**config.mk**
```make
export PLATFORM = sky130hd
export DESIGN_NAME = setpoint_controller_flat
export DESIGN_NICKNAME = d
export VERILOG_FILES = /design/src/rtl/setpoint_controller_if.sv /design/src/rtl/setpoint_controller.sv /design/src/flat_wrapper.sv
export SDC_FILE = /design/constraint.sdc
export NUM_CORES = 1
export LEC_CHECK = 0
export CORE_MARGIN = 2
export CORE_UTILIZATION = 31
export CTS_CLUSTER_DIAMETER = 50
export DETAILED_ROUTE_END_ITERATION = 12
export GPL_TIMING_DRIVEN = 0
export PLACE_DENSITY = 0.6
export SYNTH_ARGS = -nofsm -noshare
export SYNTH_HDL_FRONTEND = slang
export SYNTH_SLANG_ARGS = --single-unit
```
**constraint.sdc**
```tcl
create_clock -name clk_i -period 2.9 [get_ports clk_i]
set_clock_uncertainty 0.15 [all_clocks]
set_input_delay 0.58 -clock clk_i [delete_from_list [all_inputs] [get_ports clk_i]]
set_output_delay 0.58 -clock clk_i [all_outputs]
set_load 0.02 [all_outputs]
```
**src/rtl/setpoint_controller_if.sv**
```systemverilog
// setpoint_controller_if: operator/sensor-facing signal bundle of the setpoint controller.
//   master modport: environment side (drives mode/buttons/temperature, reads results)
//   slave modport : controller side
// Signals:
//   mode_switch   1 = set mode, setpoint editable
//   btn_inc       raw increment button (asynchronous)
//   btn_dec       raw decrement button (asynchronous)
//   current_temp  sensor temperature, synchronous to the controller clock
//   set_temp      registered setpoint
//   at_limit      setpoint sits at MIN_SET or MAX_SET
//   LED_match     current_temp equals set_temp
//   heat_on       thermostat in HEAT
//   cool_on       thermostat in COOL
interface setpoint_controller_if #(
    parameter int unsigned TEMP_W = 8
);
    logic              mode_switch;
    logic              btn_inc;
    logic              btn_dec;
    logic [TEMP_W-1:0] current_temp;
    logic [TEMP_W-1:0] set_temp;
    logic              at_limit;
    logic              LED_match;
    logic              heat_on;
    logic              cool_on;

    modport master (
        output mode_switch, btn_inc, btn_dec, current_temp,
        input  set_temp, at_limit, LED_match, heat_on, cool_on
    );

    modport slave (
        input  mode_switch, btn_inc, btn_dec, current_temp,
        output set_temp, at_limit, LED_match, heat_on, cool_on
    );
endinterface

```
**src/rtl/setpoint_controller.sv**
```systemverilog
// setpoint_controller: debounced setpoint entry plus hysteresis thermostat decision.
// Ports:
//   clk_i  single clock, all logic on posedge
//   rst_i  synchronous active-high reset
//   bus    setpoint_controller_if.slave (mode/buttons/temperature in, setpoint/flags out)
// Optional feature: define AUTO_REPEAT_EN to enable button auto-repeat (adds the
// REPEAT_DELAY / REPEAT_RATE parameters and the repeat counter).
module setpoint_controller #(
    parameter int unsigned TEMP_W    = 8,
    parameter int unsigned DB_CYCLES = 16'hFFFF,
    parameter int unsigned MIN_SET   = 16,
    parameter int unsigned MAX_SET   = 30,
    parameter int unsigned RESET_SET = 22,
    parameter int unsigned HYST      = 1
`ifdef AUTO_REPEAT_EN
    ,
    parameter int unsigned REPEAT_DELAY = 24'd5000000,
    parameter int unsigned REPEAT_RATE  = 24'd2500000
`endif
) (
    input logic                 clk_i,
    input logic                 rst_i,
    setpoint_controller_if.slave bus
);

    localparam logic [15:0]       DbLast     = 16'(DB_CYCLES - 1);
    localparam logic [TEMP_W-1:0] MinSet     = TEMP_W'(MIN_SET);
    localparam logic [TEMP_W-1:0] MaxSet     = TEMP_W'(MAX_SET);
    localparam logic [TEMP_W-1:0] RstSet     = TEMP_W'(RESET_SET);
    localparam logic [TEMP_W:0]   Hyst       = (TEMP_W + 1)'(HYST);
    localparam logic              RstAtLimit = (RESET_SET == MIN_SET) || (RESET_SET == MAX_SET);

    typedef enum logic [1:0] {StIdle, StHeat, StCool} state_e;

    // Index 0 = inc button, index 1 = dec button.
    logic [1:0]  sync1_q, sync2_q;
    logic [1:0]  level_q, level_d;
    logic [1:0]  level_prev_q;
    logic [1:0]  armed_q, armed_d;
    logic [1:0]  fill_q;
    logic [15:0] db_cnt_q [2];
    logic [15:0] db_cnt_d [2];
    logic [1:0]  pulse;
    logic [1:0]  step;

    logic [TEMP_W-1:0] set_q, set_d;
    logic              at_limit_q, at_limit_d;
    logic              led_match_q;
    logic              heat_on_q, cool_on_q;
    state_e            state_q;

    logic [TEMP_W:0] cur_x, set_x, set_hi, set_lo;

    // Debounce: counter runs only while the synced input disagrees with the level.
    always_comb begin
        for (int i = 0; i < 2; i++) begin
            level_d[i]  = level_q[i];
            db_cnt_d[i] = 16'd0;
            if (sync2_q[i] != level_q[i]) begin
                if (db_cnt_q[i] == DbLast) begin
                    level_d[i] = ~level_q[i];
                end else begin
                    db_cnt_d[i] = db_cnt_q[i] + 16'd1;
                end
            end
        end
        // A button still held through reset must be seen released (once the
        // synchroniser has refilled) before its next rising edge may step.
        armed_d = armed_q | ({2{fill_q[1]}} & ~sync2_q);
        pulse   = level_q & ~level_prev_q & armed_q;
    end

`ifdef AUTO_REPEAT_EN
    localparam logic [23:0] RepDelay = 24'(REPEAT_DELAY);
    localparam logic [23:0] RepRate  = 24'(REPEAT_RATE);

    logic [23:0] rep_cnt_q, rep_cnt_d;
    logic        rep_run_q, rep_run_d;
    logic        rep_active;
    logic        rep_fire;

    // Exactly one armed button held in set mode keeps the repeat counter running.
    assign rep_active = (level_q[0] ^ level_q[1]) & bus.mode_switch & (|(level_q & armed_q));

    always_comb begin
        rep_cnt_d = rep_cnt_q;
        rep_run_d = rep_run_q;
        rep_fire  = 1'b0;
        if (!rep_active) begin
            rep_cnt_d = 24'd0;
            rep_run_d = 1'b0;
        end else if (|pulse) begin
            rep_cnt_d = 24'd1;
            rep_run_d = 1'b0;
        end else if ((!rep_run_q && rep_cnt_q == RepDelay) || (rep_run_q && rep_cnt_q == RepRate)) begin
            rep_fire  = 1'b1;
            rep_cnt_d = 24'd1;
            rep_run_d = 1'b1;
        end else begin
            rep_cnt_d = rep_cnt_q + 24'd1;
        end
        step = pulse | ({2{rep_fire}} & level_q);
    end

    always_ff @(posedge clk_i) begin
        if (rst_i) begin
            rep_cnt_q <= 24'd0;
            rep_run_q <= 1'b0;
        end else begin
            rep_cnt_q <= rep_cnt_d;
            rep_run_q <= rep_run_d;
        end
    end
`else
    assign step = pulse;
`endif

    // Setpoint: simultaneous inc+dec steps cancel.
    always_comb begin
        set_d = set_q;
        if (bus.mode_switch) begin
            case (step)
                2'b01: if (set_q < MaxSet) set_d = set_q + TEMP_W'(1);
                2'b10: if (set_q > MinSet) set_d = set_q - TEMP_W'(1);
                default: ;
            endcase
        end
        at_limit_d = (set_d == MinSet) || (set_d == MaxSet);
    end

    always_ff @(posedge clk_i) begin
        if (rst_i) begin
            sync1_q      <= 2'b00;
            sync2_q      <= 2'b00;
            level_q      <= 2'b00;
            level_prev_q <= 2'b00;
            armed_q      <= 2'b00;
            fill_q       <= 2'b00;
            db_cnt_q[0]  <= 16'd0;
            db_cnt_q[1]  <= 16'd0;
            set_q        <= RstSet;
            at_limit_q   <= RstAtLimit;
            led_match_q  <= 1'b0;
        end else begin
            sync1_q      <= {bus.btn_dec, bus.btn_inc};
            sync2_q      <= sync1_q;
            level_q      <= level_d;
            level_prev_q <= level_q;
            armed_q      <= armed_d;
            fill_q       <= {fill_q[0], 1'b1};
            db_cnt_q[0]  <= db_cnt_d[0];
            db_cnt_q[1]  <= db_cnt_d[1];
            set_q        <= set_d;
            at_limit_q   <= at_limit_d;
            led_match_q  <= (bus.current_temp == set_q);
        end
    end

    // One extra bit so set+HYST cannot wrap; set-HYST clamps at zero.
    assign cur_x  = {1'b0, bus.current_temp};
    assign set_x  = {1'b0, set_q};
    assign set_hi = set_x + Hyst;
    assign set_lo = (set_x >= Hyst) ? (set_x - Hyst) : '0;

    // Thermostat FSM; heat/cool outputs are registered alongside the state.
    always_ff @(posedge clk_i) begin
        if (rst_i) begin
            state_q   <= StIdle;
            heat_on_q <= 1'b0;
            cool_on_q <= 1'b0;
        end else begin
            case (state_q)
                StIdle: begin
                    if (cur_x < set_lo) begin
                        state_q   <= StHeat;
                        heat_on_q <= 1'b1;
                        cool_on_q <= 1'b0;
                    end else if (cur_x > set_hi) begin
                        state_q   <= StCool;
                        heat_on_q <= 1'b0;
                        cool_on_q <= 1'b1;
                    end else begin
                        heat_on_q <= 1'b0;
                        cool_on_q <= 1'b0;
                    end
                end
                StHeat: begin
                    cool_on_q <= 1'b0;
                    if (cur_x >= set_x) begin
                        state_q   <= StIdle;
                        heat_on_q <= 1'b0;
                    end else begin
                        heat_on_q <= 1'b1;
                    end
                end
                StCool: begin
                    heat_on_q <= 1'b0;
                    if (cur_x <= set_x) begin
                        state_q   <= StIdle;
                        cool_on_q <= 1'b0;
                    end else begin
                        cool_on_q <= 1'b1;
                    end
                end
                default: begin
                    state_q   <= StIdle;
                    heat_on_q <= 1'b0;
                    cool_on_q <= 1'b0;
                end
            endcase
        end
    end

    assign bus.set_temp  = set_q;
    assign bus.at_limit  = at_limit_q;
    assign bus.LED_match = led_match_q;
    assign bus.heat_on   = heat_on_q;
    assign bus.cool_on   = cool_on_q;

endmodule

```
**src/flat_wrapper.sv**
```systemverilog
// flat-port wrapper written by rule: the top's interface ports become plain ports
module setpoint_controller_flat 
#(
    parameter int unsigned TEMP_W    = 8,
    parameter int unsigned DB_CYCLES = 16'hFFFF,
    parameter int unsigned MIN_SET   = 16,
    parameter int unsigned MAX_SET   = 30,
    parameter int unsigned RESET_SET = 22,
    parameter int unsigned HYST      = 1

)
  (clk_i, rst_i, bus_mode_switch, bus_btn_inc, bus_btn_dec, bus_current_temp, bus_set_temp, bus_at_limit, bus_LED_match, bus_heat_on, bus_cool_on);
  setpoint_controller_if #(.TEMP_W(TEMP_W)) bus_i ();
  input logic clk_i;
  input logic rst_i;
  input wire logic [$bits(bus_i.mode_switch)-1:0] bus_mode_switch;
  input wire logic [$bits(bus_i.btn_inc)-1:0] bus_btn_inc;
  input wire logic [$bits(bus_i.btn_dec)-1:0] bus_btn_dec;
  input wire logic [$bits(bus_i.current_temp)-1:0] bus_current_temp;
  output wire logic [$bits(bus_i.set_temp)-1:0] bus_set_temp;
  output wire logic [$bits(bus_i.at_limit)-1:0] bus_at_limit;
  output wire logic [$bits(bus_i.LED_match)-1:0] bus_LED_match;
  output wire logic [$bits(bus_i.heat_on)-1:0] bus_heat_on;
  output wire logic [$bits(bus_i.cool_on)-1:0] bus_cool_on;
  assign bus_i.mode_switch = bus_mode_switch;
  assign bus_i.btn_inc = bus_btn_inc;
  assign bus_i.btn_dec = bus_btn_dec;
  assign bus_i.current_temp = bus_current_temp;
  assign bus_set_temp = bus_i.set_temp;
  assign bus_at_limit = bus_i.at_limit;
  assign bus_LED_match = bus_i.LED_match;
  assign bus_heat_on = bus_i.heat_on;
  assign bus_cool_on = bus_i.cool_on;
  setpoint_controller #(.TEMP_W(TEMP_W), .DB_CYCLES(DB_CYCLES), .MIN_SET(MIN_SET), .MAX_SET(MAX_SET), .RESET_SET(RESET_SET), .HYST(HYST)) u_core (.clk_i(clk_i), .rst_i(rst_i), .bus(bus_i));
endmodule
```
## Yosys cells after proc, flatten, opt, wreduce, memory -nomap -nowiden

Memories as Yosys holds them, arrays and structs flattened.
Cells that the tools add are included.

| storage, ports and cells | value |
|---|---|
| bits in writable memories | 32 |
| bits in registers | 26 |
| bits of input ports | 13 |
| word-level logic and storage cells | 84 |
| memories | 1 |
| output and inout port bits | 12 |

| cells by class | value |
|---|---|
| bitwise gates (word level) | 10 |
| muxes and demuxes | 27 |
| eq/ne operators | 14 |
| reductions and logical operators | 5 |
| $add $sub $neg | 6 |
| $lt $le $gt $ge | 7 |

Memory list:

| memory | words | width | rd ports | clocked after Yosys merged registers in | wr ports | RTL line | text |
|---|---|---|---|---|---|---|---|
| u_core.db_cnt_q | 2 | 16 | 2 | 0 | 2 | setpoint_controller.sv:41 | `logic [15:0] db_cnt_q [2];` |

Operators by type and width:

| kind | number |
|---|---|
| $mux W16 | 6 |
| $add A16 B1 Y16 const B | 2 |
| $eq A16 B16 Y1 const B | 2 |
| $mux W8 | 3 |
| $eq A8 B5 Y1 const B | 2 |
| $pmux W8 S2 | 1 |
| $add A8 B1 Y9 const B | 1 |
| $gt A8 B9 Y1 | 1 |
| $lt A8 B9 Y1 | 1 |
| $mux W1 | 9 |
| $mux W9 | 1 |
| $sub A8 B1 Y9 const B | 1 |
| $add A8 B1 Y8 const B | 1 |
| $eq A8 B8 Y1 | 1 |
| $ge A8 B1 Y1 const B | 1 |
| $ge A8 B8 Y1 | 1 |
| $gt A8 B5 Y1 const B | 1 |
| $le A8 B8 Y1 | 1 |
| $lt A8 B5 Y1 const B | 1 |
| $mux W2 | 4 |
| $sub A8 B1 Y8 const B | 1 |
| $and A2 B2 Y2 | 3 |
| $pmux W2 S3 | 1 |
| $eq A2 B1 Y1 const B | 2 |
| 13 further kinds | 21 |

## Logic depth before layout (Yosys ltp)

Gate-level depths: netlist (run 1).

| logic depth | value |
|---|---|
| depth in word-level cells | 8 |
| depth in mapped cells | 14 |
| gate-level depth less buffers | 13 |

## Least setup slack after synthesis (run 1)

Ideal clock, no wire load.

| timing path | value |
|---|---|
| path type | register -> register |
| start | register u_core.set_q[0] (netlist: u_core.bus.set_temp[0]) |
| end | register u_core.heat_on_q (netlist: u_core.bus.heat_on) |
| clock period less this slack | 3205 ps |
| library setup time | 86 ps |
| arrival | 2970 ps |
| data required time | 2664 ps |
| cell stages (with the launch flop) | 14 |
| path slack | -305 ps |
| path buffers | 1 |
| cells stage by stage | dfxtp_1 > buf_6 > inv_1 > ha_1 > and2b_2 > nand4b_1 > nand2_1 > ha_1 > a21o_1 > a211o_1 > a211oi_1 > a21oi_1 > or2_2 > a211oi_1 |

| on the way | value |
|---|---|
| word-level cells in the longest chain between the ends | 5 |
| elaborated cells on any way between the ends | 8 |
| those cells by class | add/sub (1); order compare (3); mux (4) |

Ends and longest elaborated chain:

| element | RTL line | text |
|---|---|---|
| start, declared | setpoint_controller.sv:46 | `logic [TEMP_W-1:0] set_q, set_d;` |
| start signal, assigned | setpoint_controller.sv:141 | `set_q <= RstSet;` |
| start signal, assigned | setpoint_controller.sv:153 | `set_q <= set_d;` |
| $sub A8 B1 Y9 or $ge A8 B1 Y1 (tied branches) | setpoint_controller.sv:163 | `assign set_lo = (set_x >= Hyst) ? (set_x - Hyst) : '0;` |
| $mux W9 | setpoint_controller.sv:163 |  |
| $lt A8 B9 Y1 | setpoint_controller.sv:174 | `if (cur_x < set_lo) begin` |
| $mux W1 | setpoint_controller.sv:174 |  |
| $pmux W1 S2 * | setpoint_controller.sv:172 | `case (state_q)` |
| end signal, assigned | setpoint_controller.sv:169 | `heat_on_q <= 1'b0;` |
| end signal, assigned | setpoint_controller.sv:176 | `heat_on_q <= 1'b1;` |
| end signal, assigned | setpoint_controller.sv:180 | `heat_on_q <= 1'b0;` |
| end, declared | setpoint_controller.sv:49 | `logic heat_on_q, cool_on_q;` |

Mark *: on every way between the ends. The rest lies on a longest branch, timed or not.
A chain may end at the register's enable or synchronous reset.

## Final worst setup path (run 1)

| timing path | value |
|---|---|
| start | register u_core.set_q[1] (netlist: u_core.bus.set_temp[1]) |
| end | register u_core.heat_on_q (netlist: u_core.bus.heat_on) |

Same word-level chain as after synthesis.

==> flow_summary.yaml, run 1 <==
power_and_ir_drop:
  combPwrFrac: 0.075
  switchingPower_w: 0.000349
  p_clk_frac: 0.387
  cellPowerDensity_mw_per_mm2: 345
  leakagePower_nw: 1.68
  p_sw_frac: 0.230
  vdd_ir_drop_max_mv: 0.240
  seqPwrFrac: 0.538
  p_int_w: 0.00117
layout:
  multi_input_area_sq_mm: 0.00228
  register_area_sq_mm: 0.00118
  antenna_cells: 0
  fillers: 1072
  final_cells: 592
  most-common-layout-cells: "nor2_1 (52), dfxtp_1 (52), ha_1 (27)"
  drive_above_1_share: 0.199
  num-nets-final: 492
  area_growth_pct: 29.3
timing:
  tns_ps: 0
  rsz0062_at_grt: "yes"
  whs_ps: 283
  relSlewSlack: 0.573
  period_needed_ps: 2850
  timing.final.crit_share: 0.984
  setup_violations: 0
  hold_violations: 0
  tightest_slew_ps: 633
  maxSlewViolCount: 0
  fmax_mhz: 350
  setup_slack_ps: 45.1
grt:
  antenna_found_initial: 0
  grt_use_total: 0.137
  globalRouteOverflowTotal: 0
  grt_max_degree: 11
  grt_pass1_vias: 2775
  grt_pass1_wl_microns: 12900
clocking:
  postCtsHoldBufs: 0
  htreeDepth: 3
  cts_buffers: 9
  ctsLongestPathBuffers: 2
  cts_tree: "done"
  cts-root-buf: "clkbuf_8"
  clkSlewWorstSetupHoldPaths_ps: 60
  cts.sinks: 58
  insertion_delay_ps: 330
detailed_routing:
  final_antenna_net_count: 0
  vias: 2943
  firstDrtPassIters: 4
  wl_microns: 7970
  viasPerCell: 4.97
  drcViolationCount: 0
  wl_per_cell_microns: 13.5
  initialDrtViolationCount: 75
logic_synthesis:
  netlist_instances: 392
  synthesis.nets: 437
  synthesis.area_sq_mm: 0.00341
  avgSynthCellArea_sq_um: 8.69
  ys.flop_type: "dfxtp_1"
  ys_types: 57
  async_flop_share: 0
  ys_seq_area_frac: 0.341
  synth-edff-count: 0
  ys_seq_elements: 58
  yosysWarnings: 0
floorplan:
  die-width_microns: 109
  die_h_microns: 109
  top_level_ports: 25
  die_area_sq_mm: 0.0118
  rows: 38
  coreArea_sq_mm: 0.0108
  initial_core_util: 0.316
critical_path:
  critPathKind: "reg2reg"
  r2r-start: "u_core.bus.set_temp[1]"
  reg2reg_slack_ps: 50
  path_buf_inv: 2
  startpoint_type: "flip-flop"
  arrival_ps: 2950
  cp-end-kind: "flip-flop"
  path_delay_family: "compound AO/OA/AOI/OAI gates"
  reg2reg_to: "u_core.bus.heat_on"
  worstPathCellList: "buf_8, inv_8, ha_4, and2b_2, nand2_2, xnor2_2, nand2_2, ha_4, a21o_1, a211o_1, a211oi_2, a21oi_2, or2_4, a211oi_2"
  crit_fanout: 6
  cp_slowest_cell: "dfxtp_4"
  reg2reg_depth: 14
  critPathRequiredTime_ps: 2990
  slowest_delay_ps: 360
place:
  pre_cts_ws_ps: -349
  routabilityCongestion: 0.906
  numPortBuffers: 24
  hpwl_microns: 5790
  place_inst: 556
flow_run:
  drv_cap: 0
outcome:
  outcome: "finished, final reports clean"
worst_hold_path:
  hold_depth: 1
  holdCritPathClass: "reg2reg"
  min_to: "u_core.sync2_q[0]"
  hp-start: "u_core.sync1_q[0]"
## worst max path at each step
| stage | startpoint | end | slack [ps] | depth (start not counted) |
|---|---|---|---|---|
| after floorplan | u_core.bus.set_temp[0] | u_core.bus.heat_on | 30 | 13 |
| after global placement | u_core.bus.set_temp[1] | u_core.bus.heat_on | -380 | 13 |
| after detailed placement | u_core.bus.set_temp[1] | u_core.bus.heat_on | -350 | 13 |
| after CTS | u_core.bus.set_temp[2] | u_core.bus.heat_on | -8 | 12 |
| after global routing | u_core.bus.set_temp[1] | u_core.bus.heat_on | -60 | 14 |
| final | u_core.bus.set_temp[1] | u_core.bus.heat_on | 50 | 14 |
## through the flow
stage | power [W] | util | area (sq um)
after CTS | 0.00154 | 0.386 | 4170
after global routing | 0.00160 | 0.408 | 4410
after floorplan | 0.000897 | - | 3440
after detailed placement | 0.000942 | 0.358 | 3860
final | 0.00152 | 0.408 | 4410
after global placement | 0.000939 | 0.358 | 3860
## cell families (layout without fill, tap and decap cells)
family | count (synthesis) | after routing | synth area share
adders and majority gates | 32 | 32 | 0.117
and+or+nand+nor | 163 | 163 | 0.243
xor gates and xnor gates | 40 | 40 | 0.103
muxes | 2 | 2 | 0.00587
buffers and inverters | 37 | 97 | 0.0587
DFF | 58 | 58 | 0.341
AOI/OAI and AO/OA | 60 | 60 | 0.131
## synthesized netlist by cell type (all sizes together) (2+ instances only)
cell | number | area (sq um)
a211o | 3 | 26.3
a211oi | 6 | 45.0
a21boi | 2 | 15.0
a21o | 7 | 52.6
a21oi | 10 | 50.1
a221oi | 2 | 23.8
and3 | 6 | 37.5
and4 | 3 | 26.3
buf | 6 | 53.8
clkbuf | 9 | 63.8
dfxtp | 58 | 1160
ha | 32 | 400
inv | 22 | 82.6
mux2i | 2 | 20.0
nand2 | 25 | 93.8
nand3 | 23 | 115
nand4 | 15 | 93.8
nor2 | 52 | 195
nor2b | 9 | 56.3
nor3 | 11 | 60.1
nor3b | 2 | 15.0
o2111ai | 4 | 35.0
o21a | 3 | 22.5
o21ai | 7 | 35.0
o22ai | 4 | 25.0
o41ai | 2 | 17.5
or2 | 3 | 18.8
or3 | 4 | 30.0
or4 | 2 | 20.0
xnor2 | 17 | 149
xor2 | 23 | 201
## layout make-up
| type | count | share of cell area |
|---|---|---|
| multi-input combinational | 297 | 0.518 |
| sequential | 58 | 0.267 |
| timing repair buffer | 45 | 0.0903 |
| tap | 140 | 0.0398 |
| clock buffer | 12 | 0.0307 |
| buffer | 14 | 0.0287 |
| inverter | 22 | 0.0210 |
| clock inverter | 4 | 0.00426 |
## what timing repair did
action | 4_1_cts | 5_1_grt
setup buffers | 9 | 12
pin swaps | 8 | 12
endpoints found under the setup margin | 5 | 5
gates resized for setup | 17 | 28
## power by group through the flow
stage | clock (W) | combinational [W] | sequential (W)
3_3_place_gp | 0 | 0.000105 | 0.000834
4_1_cts | 0.000616 | 0.000111 | 0.000816
6_report | 0.000588 | 0.000115 | 0.000816
3_5_place_dp | 0 | 0.000107 | 0.000835
5_1_grt | 0.000655 | 0.000127 | 0.000817
2_1_floorplan | 0 | 0.0000597 | 0.000837
## metal layers
metal	GRT usage	up-vias	share of wire
li1	-	1486	-
met1	0.174	1367	0.46
met2	0.229	76	0.49
met3	0.0251	14	0.042
met4	0.0549	0	0.015
met5	0	-	0
## state kept, by name, summed over array words and instances (netlist names)
name	flops
u_core.bus.heat_on	1
u_core.db_cnt_q	32
u_core.level_prev_q	2
u_core.bus.LED_match	1
u_core.level_q	2
u_core.armed_q	2
u_core.sync1_q	2
u_core.sync2_q	2
u_core.bus.cool_on	1
u_core.state_q	2
u_core.bus.set_temp	8
u_core.fill_q	2
u_core.bus.at_limit	1
Note: power is estimated with default switching activity, not from simulation.
==> inputs of run 2 (changes only) <==
--- a/config.mk
+++ b/config.mk
@@ -10,7 +10,7 @@
 export CTS_CLUSTER_DIAMETER = 50
 export DETAILED_ROUTE_END_ITERATION = 12
 export GPL_TIMING_DRIVEN = 0
-export PLACE_DENSITY = 0.6
+export PLACE_DENSITY_LB_ADDON = 0.3
 export SYNTH_ARGS = -nofsm -noshare
 export SYNTH_HDL_FRONTEND = slang
 export SYNTH_SLANG_ARGS = --single-unit
==> run 2 against run 1 <==
Cell count is 0.17% lower. Sequential power about the same. Setup slack worse by 6.0 ps. Fmax fell by 0.21%. Critical path type unchanged. Largest cell class unchanged. Highest routed layer unchanged.
==> flow_summary.yaml, run 2 (synthesis gave the netlist of run 1 again) <==
outcome:
  outcome: "finished, final reports clean"
grt:
  grt_pass1_wl_microns: 13200
  antenna_found_initial: 0
  grt_max_degree: 19
  grt_pass1_vias: 2861
  globalRouteOverflowTotal: 0
  grt_use_total: 0.141
critical_path:
  reg2reg_depth: 12
  arrival_ps: 2960
  critPathKind: "reg2reg"
  r2r-start: "u_core.bus.set_temp[3]"
  reg2reg_to: "u_core.bus.heat_on"
  crit_fanout: 6
  reg2reg_slack_ps: 40
  startpoint_type: "flip-flop"
  critPathRequiredTime_ps: 3000
  cp-end-kind: "flip-flop"
worst_hold_path:
  hp-start: "u_core.sync1_q[0]"
  holdCritPathClass: "reg2reg"
  min_to: "u_core.sync2_q[0]"
  hold_depth: 1
clocking:
  ctsLongestPathBuffers: 2
  cts.sinks: 58
  htreeDepth: 3
  cts_tree: "done"
  clkSlewWorstSetupHoldPaths_ps: 60
  insertion_delay_ps: 330
  cts-root-buf: "clkbuf_8"
  cts_buffers: 9
  postCtsHoldBufs: 0
timing:
  setup_violations: 0
  fmax_mhz: 350
  timing.final.crit_share: 0.986
  relSlewSlack: 0.651
  hold_violations: 0
  tightest_slew_ps: 516
  rsz0062_at_grt: "yes"
  tns_ps: 0
  maxSlewViolCount: 0
  period_needed_ps: 2860
layout:
  regMostFlops: "u_core.db_cnt_q"
  fillers: 1061
  utilization: 0.411
  area_growth_pct: 30.3
  largest_reg_flops: 32
  drive_above_1_share: 0.213
  layout_commonest_cell: "dfxtp_1"
  num-nets-final: 493
  antenna_cells: 0
  most-common-layout-cells: "dfxtp_1 (53), nor2_1 (52), ha_1 (24), clkdlybuf4s50_1 (24), xor2_1 (23)"
detailed_routing:
  vias: 3020
  final_antenna_net_count: 0
  firstDrtPassIters: 4
  wl_microns: 8190
  drcViolationCount: 0
  viasPerCell: 5.11
  initialDrtViolationCount: 116
  wl_per_cell_microns: 13.9
power_and_ir_drop:
  leakagePower_nw: 1.70
  vdd_ir_drop_max_mv: 0.230
  cellPowerDensity_mw_per_mm2: 358
floorplan:
  top_level_ports: 25
  rows: 38
  die_h_microns: 109
  initial_core_util: 0.316
  die_area_sq_mm: 0.0118
  die-width_microns: 109
  coreArea_sq_mm: 0.0108
place:
  routabilityCongestion: 0.912
  numPortBuffers: 24
  hpwl_microns: 5880
flow_run:
  drv_cap: 0
run 2: cell types whose count changed in the layout (fill, tap and decap cells not counted), moves of 2 or more:
cell      before  now
clkbuf_1       9    6
clkbuf_8      10   13
clkinv_2       3    1
dfxtp_2        3    1
ha_1          27   24
ha_2           0    4
nand2_1       20   22
run 2: layout make-up:
cell class	instances	area, sq um	area share
Multi-Input combinational cell	297	2290	0.516
Buffer	14	116	0.0262
Sequential cell	58	1180	0.265
Clock inverter	2	12.5	0.00282
Inverter	22	95.1	0.0214
Timing Repair Buffer	46	409	0.0921
Tap cell	140	175	0.0394
Clock buffer	12	165	0.0372
run 2: layer usage:
layer  vias up  routed length [microns]  GRT usage
li1       1496                        -          -
met1      1436                     3640      0.166
met2        59                     3930      0.240
met3        29                      318     0.0281
met4         0                      299     0.0797
met5         -                        0          0
run 2: repair_timing:
item | CTS | global route
setup endpoints to repair | 5 | 5
buffers inserted | 13 | 9
endpoints found under the hold margin | 0 | 0
resized for setup | 32 | 17
pin swaps | 15 | 17
run 2: worst max-delay path by stage:
stage | cells after the start | to | start
floorplan | 13 | u_core.bus.heat_on | u_core.bus.set_temp[0]
finish | 12 | u_core.bus.heat_on | u_core.bus.set_temp[3]
global placement | 13 | u_core.bus.heat_on | u_core.bus.set_temp[1]
CTS | 14 | u_core.bus.heat_on | u_core.bus.set_temp[0]
detailed placement | 7 | u_core.bus.at_limit | bus_mode_switch
global route | 12 | u_core.bus.heat_on | u_core.bus.set_temp[3]
run 2: metrics by stage:
stage | total power (W) | cell area (sq um) | instances | hold WS, ps | setup slack [ps]
finish | 0.00159 | 4440 | 591 | 284 | 39.2
global route | 0.00166 | 4440 | 591 | 304 | -60.5
CTS | 0.00161 | 4300 | 582 | 290 | -52.4
detailed placement | 0.000942 | 3860 | 556 | 276 | -382
global placement | 0.000939 | 3860 | 556 | 273 | -288
floorplan | 0.000897 | 3440 | 392 | 264 | 34.2
run 2: critical path, stage by stage (launching register included):
cell and delay [ps]:
dfxtp_4 360, buf_8 130, nor3_4 240, buf_6 140, nand4_1 130, xnor2_1 240
nand2_2 100, ha_4 220, a211o_1 330, a211oi_2 230, a21oi_2 100, or2_4 250
a211oi_2 180
run 2: power breakdown:
part           switching, W  internal (W)
Combinational     0.0000565     0.0000586
Clock              0.000292      0.000368
Sequential       0.00000835      0.000807
Total              0.000357       0.00123
==> RTL change 1, RTL diff (flow settings as in run 1) <==
`TEMP_W` is set to 8 in 3 places; all go to 12.
--- a/src/rtl/setpoint_controller_if.sv
+++ b/src/rtl/setpoint_controller_if.sv
@@ -12,7 +12,7 @@
 //   heat_on       thermostat in HEAT
 //   cool_on       thermostat in COOL
 interface setpoint_controller_if #(
-    parameter int unsigned TEMP_W = 8
+    parameter int unsigned TEMP_W = 12
 );
     logic              mode_switch;
     logic              btn_inc;
--- a/src/rtl/setpoint_controller.sv
+++ b/src/rtl/setpoint_controller.sv
@@ -6,7 +6,7 @@
 // Optional feature: define AUTO_REPEAT_EN to enable button auto-repeat (adds the
 // REPEAT_DELAY / REPEAT_RATE parameters and the repeat counter).
 module setpoint_controller #(
-    parameter int unsigned TEMP_W    = 8,
+    parameter int unsigned TEMP_W    = 12,
     parameter int unsigned DB_CYCLES = 16'hFFFF,
     parameter int unsigned MIN_SET   = 16,
     parameter int unsigned MAX_SET   = 30,
--- a/src/flat_wrapper.sv
+++ b/src/flat_wrapper.sv
@@ -1,7 +1,7 @@
 // flat-port wrapper written by rule: the top's interface ports become plain ports
 module setpoint_controller_flat 
 #(
-    parameter int unsigned TEMP_W    = 8,
+    parameter int unsigned TEMP_W    = 12,
     parameter int unsigned DB_CYCLES = 16'hFFFF,
     parameter int unsigned MIN_SET   = 16,
     parameter int unsigned MAX_SET   = 30,
Ports: changed (resized bus_current_temp and bus_set_temp); port bits go from 25 to 33. No check against the original RTL was run, so the function may have changed too.
==> RTL change 1 against run 1 <==
The flow now finishes with violations (negative setup slack); maximum frequency is 17% lower; final area rose by 16%; routed wire length rose by 26%; non-clock buffer count increased by 7; sequential share of layout area is 2.4 points lower; total power increased by 34%; utilization shrank 0.063 points; combinational power increased by 23%; sequential cell count grew 4; area after synthesis up 16%; worst setup slack got worse by 0.59 ns.
==> RTL change 1: results (changes against run 1) <==
* Status: finished with violations
* Failing checks: negative setup slack
* Hpwl dp at 7.56 mm (+31%)
* Largest net degree at the start of global routing at 14 (+3)
* Final setup margin at -0.549 ns (-0.594 ns)
* Crit Path Max Fanout at 7 (+1)
* Worst path slowest cell: or4_4
* Cells after DPL at 682 (+23%)
* Syn_nets at 540 (+24%)
* Commonest cells post-synth: 63 x nor2_1, 62 x dfxtp_1, 44 x ha_1
* Worst slack, placed at -0.757 ns (-0.407 ns)
* Leak at 1.94 nW (+15%)
* Final Setup Violations at 5 (+5)
* Int Pwr at 1.52 mW (+30%)
* Worst setup path end: u_core.bus.cool_on
* Cell variety after synth at 55 (-3.5%)
* DRT iter0 DRCs at 175 (+130%)
* FILL cells at 1253 (+17%)
* Peak supply drop at 0.000276 V (+15%)
* DP Area at 4620 um^2 (+20%)
* Largest cells by area after synthesis: dfxtp_1 31%, ha_1 14%, nor2_1 6.0%
* Post-synthesis mux area share at 0.00757 (+0.00169)
* IO buf count at 31 (+29%)
* CP arrival at 3.51 ns (+0.56 ns)
* Sw frac at 0.250 (+0.0204)
* Global-route wire length before repair at 16.3 mm (+27%)
* Setup bufs post-CTS at 13 (+4)
[RTL change 1: cell count changes in the layout (fill, tap and decap cells not counted), moves of 5 or more]
| cell | delta |
|---|---|
| o21ai_0 | +5 |
| clkbuf_8 | -10 |
| ha_1 | +12 |
| a221oi_1 | +5 |
| clkbuf_16 | +10 |
| a21oi_1 | +14 |
| xnor2_1 | +11 |
| clkdlybuf4s50_1 | +7 |
| dfxtp_1 | +8 |
| nand2_1 | +12 |
| nor2_1 | +9 |
[RTL change 1: metal layers]
layer | track usage | part of all wire
met3 | 0.0396 | 0.059
met5 | 0 | 0
met2 | 0.240 | 0.45
met1 | 0.202 | 0.48
met4 | 0.0518 | 0.017
[RTL change 1: layout make-up]
cell class	count	share of cell area
plain buffers	18	0.0269
repair buffers	48	0.0855
well taps	172	0.0420
inverters	25	0.0217
flip-flops and latches	62	0.243
clock inverters	7	0.0110
multi-input cells	372	0.526
clock buffers	9	0.0440
==> RTL change 2, RTL diff (config.mk and constraints of run 1) <==
Without the edit above. The 3 states of `state_e` get a one-hot encoding in 3 bits.
--- a/src/rtl/setpoint_controller.sv
+++ b/src/rtl/setpoint_controller.sv
@@ -30,7 +30,7 @@
     localparam logic [TEMP_W:0]   Hyst       = (TEMP_W + 1)'(HYST);
     localparam logic              RstAtLimit = (RESET_SET == MIN_SET) || (RESET_SET == MAX_SET);
 
-    typedef enum logic [1:0] {StIdle, StHeat, StCool} state_e;
+    typedef enum logic [2:0] {StIdle = 3'b001, StHeat = 3'b010, StCool = 3'b100} state_e;
 
     // Index 0 = inc button, index 1 = dec button.
     logic [1:0]  sync1_q, sync2_q;
Behaviour: same outputs for any inputs over 10 cycles, from zero or initial values and one cycle with rst_i high; not proved beyond that.
==> RTL change 2 against run 1 <==
Final area is 2.1% lower; cell count is 2.4% higher; the run now ends with negative setup slack left; count of clock-buffer cells in the layout is 1 lower; global-route usage is 0.90 points higher; area after synthesis is 1.4% higher; sequential cell count is 1 higher; total power is 9.6% higher; first-iteration DRC count is 53% higher; routed wire length is 1.3% higher; sequential share of layout area is 0.94 points higher; worst setup slack worse by 0.20 ns; maximum frequency is 6.4% lower.
==> RTL change 2: results (changes against run 1) <==
* Reg clk slew, reported paths at 0.06 ns (about the same)
* DRT iter0 DRCs at 115 (+53%)
* Syn_nets at 457 (+4.6%)
* Vias in the first global route at 2978 (+7.3%)
* Cells after DPL at 576 (+3.6%)
* Post-synthesis sequential area ratio at 0.342 (+0.00123)
* Vias at 3004 (+2.1%)
* CTS root buffer: clkbuf_8
* Commonest cells post-synth: 59 x dfxtp_1, 57 x nor2_1, 37 x nand2_1
* DR WL/cell at 13.3 um (-1.0%)
* Clock Latency Late Sink at 0.33 ns (about the same)
* Cell variety after synth at 51 (-11%)
* Worst path top cell family by delay: simple AND/OR/NAND/NOR gates
* Fin cells at 606 (+2.4%)
* Ant. Diodes at 0 (unchanged)
* Gpl congestion at 0.839 (-7.4%)
* CP arrival at 3.16 ns (+0.21 ns)
* Clk buf depth at 2 (unchanged)
* Largest cells by area after synthesis: dfxtp_1 34%, ha_1 12%, xor2_1 6.3%
* First drt pass iteration count at 5 (+1)
* Worst hold path type: register to register
* Gr usage total at 0.146 (+0.00899)
* Cells after Synth at 412 (+5.1%)
* Max reg flops at 32 (unchanged)
* Num CTS Buffers at 9 (unchanged)
* Ys Warns at 0 (unchanged)
* CP max stage delay at 0.40 ns (+0.04 ns)
* Post-synth ARST share at 0 (unchanged)
* Max Slew Vio Count at 0 (unchanged)
* Final Setup Violations at 5 (+5)
* Slew @ Worst Pin at 0.747 ns (+0.114 ns)
* Largest net degree at the start of global routing at 11 (unchanged)
* Global-route wire length before repair at 13.8 mm (+7.6%)
* Crit Path Max Fanout at 7 (+1)
* Worst path slowest cell: or3b_4
* Hpwl dp at 6.10 mm (+5.3%)
* Peak supply drop at 0.000338 V (+41%)
* Final setup margin at -0.152 ns (-0.197 ns)
* # nets final at 506 (+2.8%)
* FILL cells at 1122 (+4.7%)
* Status: finished with violations
* IO buf count at 24 (unchanged)
* H-tree depth at 3 (unchanged)
* Leak at 1.65 nW (-2.0%)
* Most flops, register: u_core.db_cnt_q
* Share of layout cells above drive strength 1 at 0.144 (-0.0553)
* Failing checks: negative setup slack
* Initial antenna violation count at 0 (unchanged)
==> RTL change 2: layer usage <==
metal / GRT usage / wire [um] / vias up
li1: - / - / 1536
met1: 0.190 / 3760 / 1411
met2: 0.240 / 3920 / 44
met3: 0.0196 / 239 / 13
met4: 0.0678 / 161 / 0
met5: 0 / 0 / -
==> RTL change 2: final timing paths <==
kind	endpoint	cells past startpoint	slack, ns	start
worst max-delay path	u_core.bus.cool_on	13	-0.15	u_core.bus.set_temp[0]
worst min-delay path	u_core.fill_q[1]	1	0.28	u_core.fill_q[0]
worst max register to register	u_core.bus.cool_on	13	-0.15	u_core.bus.set_temp[0]
worst min register to register	u_core.fill_q[1]	1	0.28	u_core.fill_q[0]
==> RTL change 2: through the flow <==
step / cell area (um^2) / setup TNS [ns] / worst slack (ns) / hold WS (ns)
after floorplan: 3510 / -0.306 / -0.0744 / 0.264
after CTS: 4270 / -0.390 / -0.139 / 0.292
after detailed placement: 3920 / -1.79 / -0.413 / 0.276
after global placement: 3920 / -1.71 / -0.379 / 0.267
after global routing: 4320 / -1.19 / -0.285 / 0.310
final: 4320 / -0.492 / -0.152 / 0.283
==> RTL change 2: power by group <==
group | internal (mW) | switching [mW] | leakage [nW]
Clock | 0.415 | 0.301 | 0.0991
Combinational | 0.0560 | 0.0595 | 1.07
Sequential | 0.824 | 0.00782 | 0.479
==> RTL change 2: what timing repair did <==
item / CTS / global route
setup buffers: 12 / 2
pin swaps: 8 / 2
resized for setup: 14 / 6
endpoints found under the setup margin: 6 / 6
hold buffers: 0 / 0
==> RTL change 2: area by class of cell <==
| class | count | area share |
|---|---|---|
| clock inverter | 5 | 0.0122 |
| inverter | 19 | 0.0191 |
| clock buffer | 11 | 0.0328 |
| multi-input combinational | 321 | 0.516 |
| buffer | 13 | 0.0229 |
| sequential | 59 | 0.276 |
| timing repair buffer | 38 | 0.0800 |
| tap | 140 | 0.0406 |
==> RTL change 2: worst reg2reg max path: cells and delay by family (launching register included) <==
family / cells / cell delay [ns]
fa+ha+maj: 2 / 0.44
flops: 1 / 0.36
xor+xnor: 1 / 0.14
compound gates: 3 / 0.75
simple gates: 5 / 0.92
buf+inv: 2 / 0.22
==> RTL change 2: cell families after synthesis <==
kind of cell    Yosys count  share of synthesized area
compound gates           61                      0.119
xor+xnor                 42                      0.106
fa+ha+maj                32                      0.116
buf+inv                  32                     0.0416
flops                    59                      0.342
mux                       2                    0.00580
simple gates            184                      0.269
